==> config.mk <==
export PLATFORM = sky130hd
export DESIGN_NAME = seq_multiplier
export DESIGN_NICKNAME = d
export VERILOG_FILES = /design/src/rtl/seq_multiplier_pkg.sv /design/src/rtl/mult_shift_add_step.sv /design/src/rtl/seq_multiplier.sv
export SDC_FILE = /design/constraint.sdc
export NUM_CORES = 1
export LEC_CHECK = 0
export CAP_MARGIN = 10
export CORE_MARGIN = 8
export CORE_UTILIZATION = 35
export CTS_CLUSTER_SIZE = 30
export DETAILED_ROUTE_END_ITERATION = 8
export PLACE_DENSITY = 0.59
export REMOVE_ABC_BUFFERS = 1
export SYNTH_ARGS = -nofsm -noshare
export SYNTH_HDL_FRONTEND = slang
export SYNTH_SLANG_ARGS = --single-unit
==> constraint.sdc <==
create_clock -name clk -period 2.2 [get_ports clk]
set_clock_uncertainty 0.15 [all_clocks]
set_input_delay 0.22 -clock clk [delete_from_list [all_inputs] [get_ports clk]]
set_output_delay 0.22 -clock clk [all_outputs]
set_load 0.1 [all_outputs]
==> src/rtl/seq_multiplier_pkg.sv <==
// Shared definitions for the sequential shift-add multiplier.
// Holds the FSM state encoding, the default operand width and the counter width helper.
// Imported by seq_multiplier and mult_shift_add_step.
package seq_multiplier_pkg;

  localparam int MULT_WIDTH_DEF = 8;

  typedef enum logic [1:0] {
    IDLE = 2'd0,
    BUSY = 2'd1,
    DONE = 2'd2
  } state_t;

  // Bits needed for an iteration counter that must reach the value 'width'.
  function automatic int cnt_width(input int width);
    return $clog2(width + 1);
  endfunction

endpackage

==> src/rtl/mult_shift_add_step.sv <==
// One shift-add iteration: conditionally add A into the upper half, then shift right by one.
// Latency: purely combinational (0 cycles).
// Backpressure: none; it is evaluated every cycle and the caller decides when to register it.
module mult_shift_add_step
  import seq_multiplier_pkg::*;
#(
  parameter int WIDTH = MULT_WIDTH_DEF
) (
  input  logic [2*WIDTH-1:0] acc_in,
  input  logic [WIDTH-1:0]   a_in,
  input  logic               b_lsb,
  output logic [2*WIDTH-1:0] acc_out
);

  logic [WIDTH:0] sum;

  // WIDTH+1-bit add keeps the carry, which becomes the new accumulator MSB after the shift.
  always_comb begin
    sum     = {1'b0, acc_in[2*WIDTH-1:WIDTH]} + (b_lsb ? {1'b0, a_in} : '0);
    acc_out = {sum, acc_in[WIDTH-1:1]};
  end

endmodule

==> src/rtl/seq_multiplier.sv <==
// Sequential unsigned shift-add multiplier, one multiplier bit per clock; optional macro MULT_EARLY_TERM_EN.
// Latency: WIDTH edges after accept (early-term build: max(1, msb index of B + 1) edges).
// Backpressure: start is a level; a new operation is only accepted in IDLE, after start was seen low in DONE.
module seq_multiplier
  import seq_multiplier_pkg::*;
#(
  parameter int WIDTH = MULT_WIDTH_DEF
) (
  input  logic               clk,
  input  logic               reset,
  input  logic               start,
  input  logic [WIDTH-1:0]   multiplier,
  input  logic [WIDTH-1:0]   multiplicand,
  output logic [2*WIDTH-1:0] product,
  output logic               ready
);

  localparam int CW = cnt_width(WIDTH);
  localparam logic [CW-1:0] LAST_CNT = CW'(WIDTH - 1);

  state_t             state_q, state_d;
  logic [WIDTH-1:0]   a_q, a_d;
  logic [WIDTH-1:0]   b_q, b_d;
  logic [2*WIDTH-1:0] acc_q, acc_d;
  logic [CW-1:0]      cnt_q, cnt_d;
  logic [2*WIDTH-1:0] product_q, product_d;
  logic               ready_q, ready_d;
  logic [2*WIDTH-1:0] step_acc;

  mult_shift_add_step #(
    .WIDTH (WIDTH)
  ) u_step (
    .acc_in  (acc_q),
    .a_in    (a_q),
    .b_lsb   (b_q[0]),
    .acc_out (step_acc)
  );

`ifdef MULT_EARLY_TERM_EN
  logic [CW-1:0] shamt;
`endif

  // Next-state logic: accept in IDLE, iterate in BUSY, wait for start to drop in DONE.
  always_comb begin
    state_d   = state_q;
    a_d       = a_q;
    b_d       = b_q;
    acc_d     = acc_q;
    cnt_d     = cnt_q;
    product_d = product_q;
    ready_d   = ready_q;
`ifdef MULT_EARLY_TERM_EN
    shamt     = '0;
`endif
    case (state_q)
      IDLE: begin
        if (start) begin
          a_d     = multiplicand;
          b_d     = multiplier;
          acc_d   = '0;
          cnt_d   = '0;
          ready_d = 1'b0;
          state_d = BUSY;
        end
      end
      BUSY: begin
        acc_d = step_acc;
        b_d   = b_q >> 1;
        cnt_d = cnt_q + CW'(1);
`ifdef MULT_EARLY_TERM_EN
        // Once no set bits remain in B, the outstanding shifts are applied in one go.
        shamt = CW'(WIDTH) - cnt_d;
        if ((b_d == '0) || (cnt_q == LAST_CNT)) begin
          product_d = step_acc >> shamt;
          ready_d   = 1'b1;
          state_d   = DONE;
        end
`else
        if (cnt_q == LAST_CNT) begin
          product_d = step_acc;
          ready_d   = 1'b1;
          state_d   = DONE;
        end
`endif
      end
      DONE: begin
        if (!start) begin
          state_d = IDLE;
        end
      end
      default: begin
        state_d = IDLE;
      end
    endcase
  end

  // State, datapath and output registers; reset discards any in-flight operation.
  always_ff @(posedge clk or posedge reset) begin
    if (reset) begin
      state_q   <= IDLE;
      a_q       <= '0;
      b_q       <= '0;
      acc_q     <= '0;
      cnt_q     <= '0;
      product_q <= '0;
      ready_q   <= 1'b0;
    end else begin
      state_q   <= state_d;
      a_q       <= a_d;
      b_q       <= b_d;
      acc_q     <= acc_d;
      cnt_q     <= cnt_d;
      product_q <= product_d;
      ready_q   <= ready_d;
    end
  end

  assign product = product_q;
  assign ready   = ready_q;

endmodule

==> metrics.txt, run 1 <==
Routed Antenna Nets 0; GR Overflow Total 0; synthesized area 0.00249 mm^2; number of synthesized flops with an enable pin 0; CP startpoint kind flip-flop; Std-Cell Rows 30; fin crit period 2.17 ns; Lkg Pwr 0.00150 uW; Final Max Tran Viols 0; routed length per placed instance 14.9 um; pre-CTS WS -0.0822 ns; actual slew at the worst max-slew pin 0.452 ns; ys flop type dfrtp_1; Syn Inst Count about 210; largest cells by area after synthesis dfrtp_1 54%, mux2_2 8.6%, ha_1 4.5%; Final Power 5030 uW; Buffers on Ports 35; endpoints failing hold 0; Synth top area share 0.543; proportion of layout cells with a drive suffix above 1 0.318; Crit path max-delay family adder cells; FFs w/ async S/R, synth 1.00; Worst EP arrival 2.22 ns; DR pass1 iterations 4; status finished, final reports clean; Peak VDD IR 0.661 mV; Hold Buf Count CTS 0; post-synthesis sequential area ratio 0.543; clk buf depth 2; first-pass GRT wire length 8710 um; CP cell instances and2_4 -> ha_4 -> fa_2 -> a21o_1 -> a221oi_4 -> xnor2_2 -> mux2_4; GP Congestion 0.820; critical path endpoint category flip-flop; area grow syn2layout 29.2%; initial antenna violation count 0; Yosys cell types 35; via count between 1.5k and 2k; fmax approximately 0.46 GHz; Inserted Diodes 0; vias in the first global route 1761; final std cells w/o fill ~350; number of remaining DRC errors 0; HPWL Detailed approximately 3600 um; final setup vio count 0; register bit count reported by yosys 54; DIE HEIGHT 100 um; Clk Latency, worst-skew pair between 0.3 and 0.4 ns; Critical Path RT between 2 and 2.5 ns; Synth area leader dfrtp_1; Final period util 0.986; Die ar. ~0.010 mm^2; Die W about 100 um; Final #Nets between 200 and 300; Placed Cells about 340; CTS root buf clkbuf_8; max incr delay on CP 0.41 ns; CP bufs+invs 0; Fin Hold WS slightly below 0.08 ns; Finished Cell Area between 0.003 and 0.004 mm^2; syn avg cell area 12.0 um^2; initial core utilization 0.364; Max Cap Viol 0; pin count of the biggest net entering global routing 37; CTS HTree Levels 2; IO Pins 36; Setup CP Type flip-flop to flip-flop; CTS buffer count 5; Synth Warn # 0; area post-placement between 0.002 and 0.003 mm^2; Detailed Route Iter0 Violations 52; clk sinks 54; Total Routing Usage GR 0.108; PwrDens 1570 mW/mm^2; RSZ-0062 raised after global routing yes; HP Class primary input to asynchronous set/reset pin; Core ar. 0.00683 mm^2; fillers about 640; Reg clk slew, reported paths 0.10 ns; peak fanout along the critical path 3; Max-slew headroom 0.698; final setup margin 0.0306 ns; total wire length ~5200 um; Worst path slowest cell dfrtp_1; CTS tree yes; vias per cell 4.91
## layer usage
metal  vias up  track usage  routed length [um]
met5         -            0                   0
met4         0       0.0384                  55
met3         5       0.0277                 207
met2        33        0.163                2390
met1       850        0.146                2580
li1        834            -                   -
## layout make-up
class	instances	area (um^2)	share of cell area
repair buffers	50	449	0.140
multi-input cells	140	1170	0.364
well taps	96	120	0.0374
inverters	3	11.3	0.00350
clock inverters	3	43.8	0.0136
flip-flops and latches	54	1350	0.421
clock buffers	5	68.8	0.0214
## power breakdown
| group | internal (uW) | leakage (uW) | switching, uW |
|---|---|---|---|
| registers | 1410 | 0.000697 | 279 |
| logic | 1020 | 0.000743 | 1650 |
| clock network | 342 | 0.0000585 | 332 |
## cells in the mapped netlist, types with 3 or more instances
master / number
dfrtp_1: 54
mux2_2: 19
nand2_1: 17
o21ai_0: 17
a21oi_1: 13
a22o_1: 12
and2_1: 9
ha_1: 9
and3b_1: 7
buf_2: 7
clkbuf_1: 4
nor2_1: 4
a21o_1: 3
inv_1: 3
nor2b_1: 3
xnor2_1: 3
## timing repair
item,in CTS,in global routing
setup buffers,0,2
gates resized for setup,3,12
setup endpoints to repair,5,8
gates cloned,0,0
pin swaps,1,0
## worst reg2reg max path: stages, from the launching register on
cell and delay (ns):
dfrtp_1 0.41, and2_4 0.15, ha_4 0.16, fa_2 0.34, a21o_1 0.21, a221oi_4 0.29, xnor2_2 0.10, mux2_4 0.26
## registers in the layout (all words and copies together) (netlist names)
register	flops
product	16
ready	1
state_q	2
cnt_q	4
a_q	8
b_q	8
acc_q	15
## path summary, 6_finish.rpt
| check | slack [ns] | from | cells after the start | to |
|---|---|---|---|---|
| max | 0.03 | b_q[0] | 7 | product[13] |
| min | 0.08 | reset | 2 | b_q[3] |
| max reg2reg | 0.03 | b_q[0] | 7 | product[13] |
| min reg2reg | 0.34 | cnt_q[3] | 1 | cnt_q[3] |
| max in group asynchronous | 1.28 | reset | 3 | product[13] |
| min in group clk | 0.34 | cnt_q[3] | 1 | cnt_q[3] |
## cells by family after synthesis
family,count (synthesis),share of synthesized area
fa+ha+maj,10,0.0533
flops,54,0.543
mux,21,0.0961
simple gates,49,0.110
compound gates,56,0.159
xor+xnor,4,0.0141
buf+inv,14,0.0246
## stage by stage
step	setup TNS (ns)	utilization
finish	0	0.470
detailed placement	-0.111	0.437
global placement	-0.0423	0.437
global route	-0.0455	0.470
floorplan	-1.16	-
CTS	-0.0496	0.455
## cell usage in the layout (no fill, tap or decap), types with 3 or more instances in the layout
cell type | netlist | final
a21o_1 | 3 | 3
a21oi_1 | 13 | 12
a22o_1 | 12 | 12
and2_1 | 9 | 6
and2_4 | 0 | 3
and3b_1 | 7 | 7
buf_4 | 0 | 29
clkbuf_8 | 0 | 5
clkdlybuf4s50_1 | 0 | 18
dfrtp_1 | 54 | 54
ha_1 | 9 | 4
ha_4 | 0 | 5
mux2_2 | 19 | 19
nand2_1 | 17 | 17
nor2_1 | 4 | 4
nor2b_1 | 3 | 3
o21ai_0 | 17 | 17
Note: power is estimated with default switching activity, not from simulation.
==> run 2, diff against run 1 <==
GPL_ROUTABILITY_DRIVEN = 1   (was not set)
==> results of run 2 <==
Same layout as run 1: the final DEF is identical, and so are final timing and power.
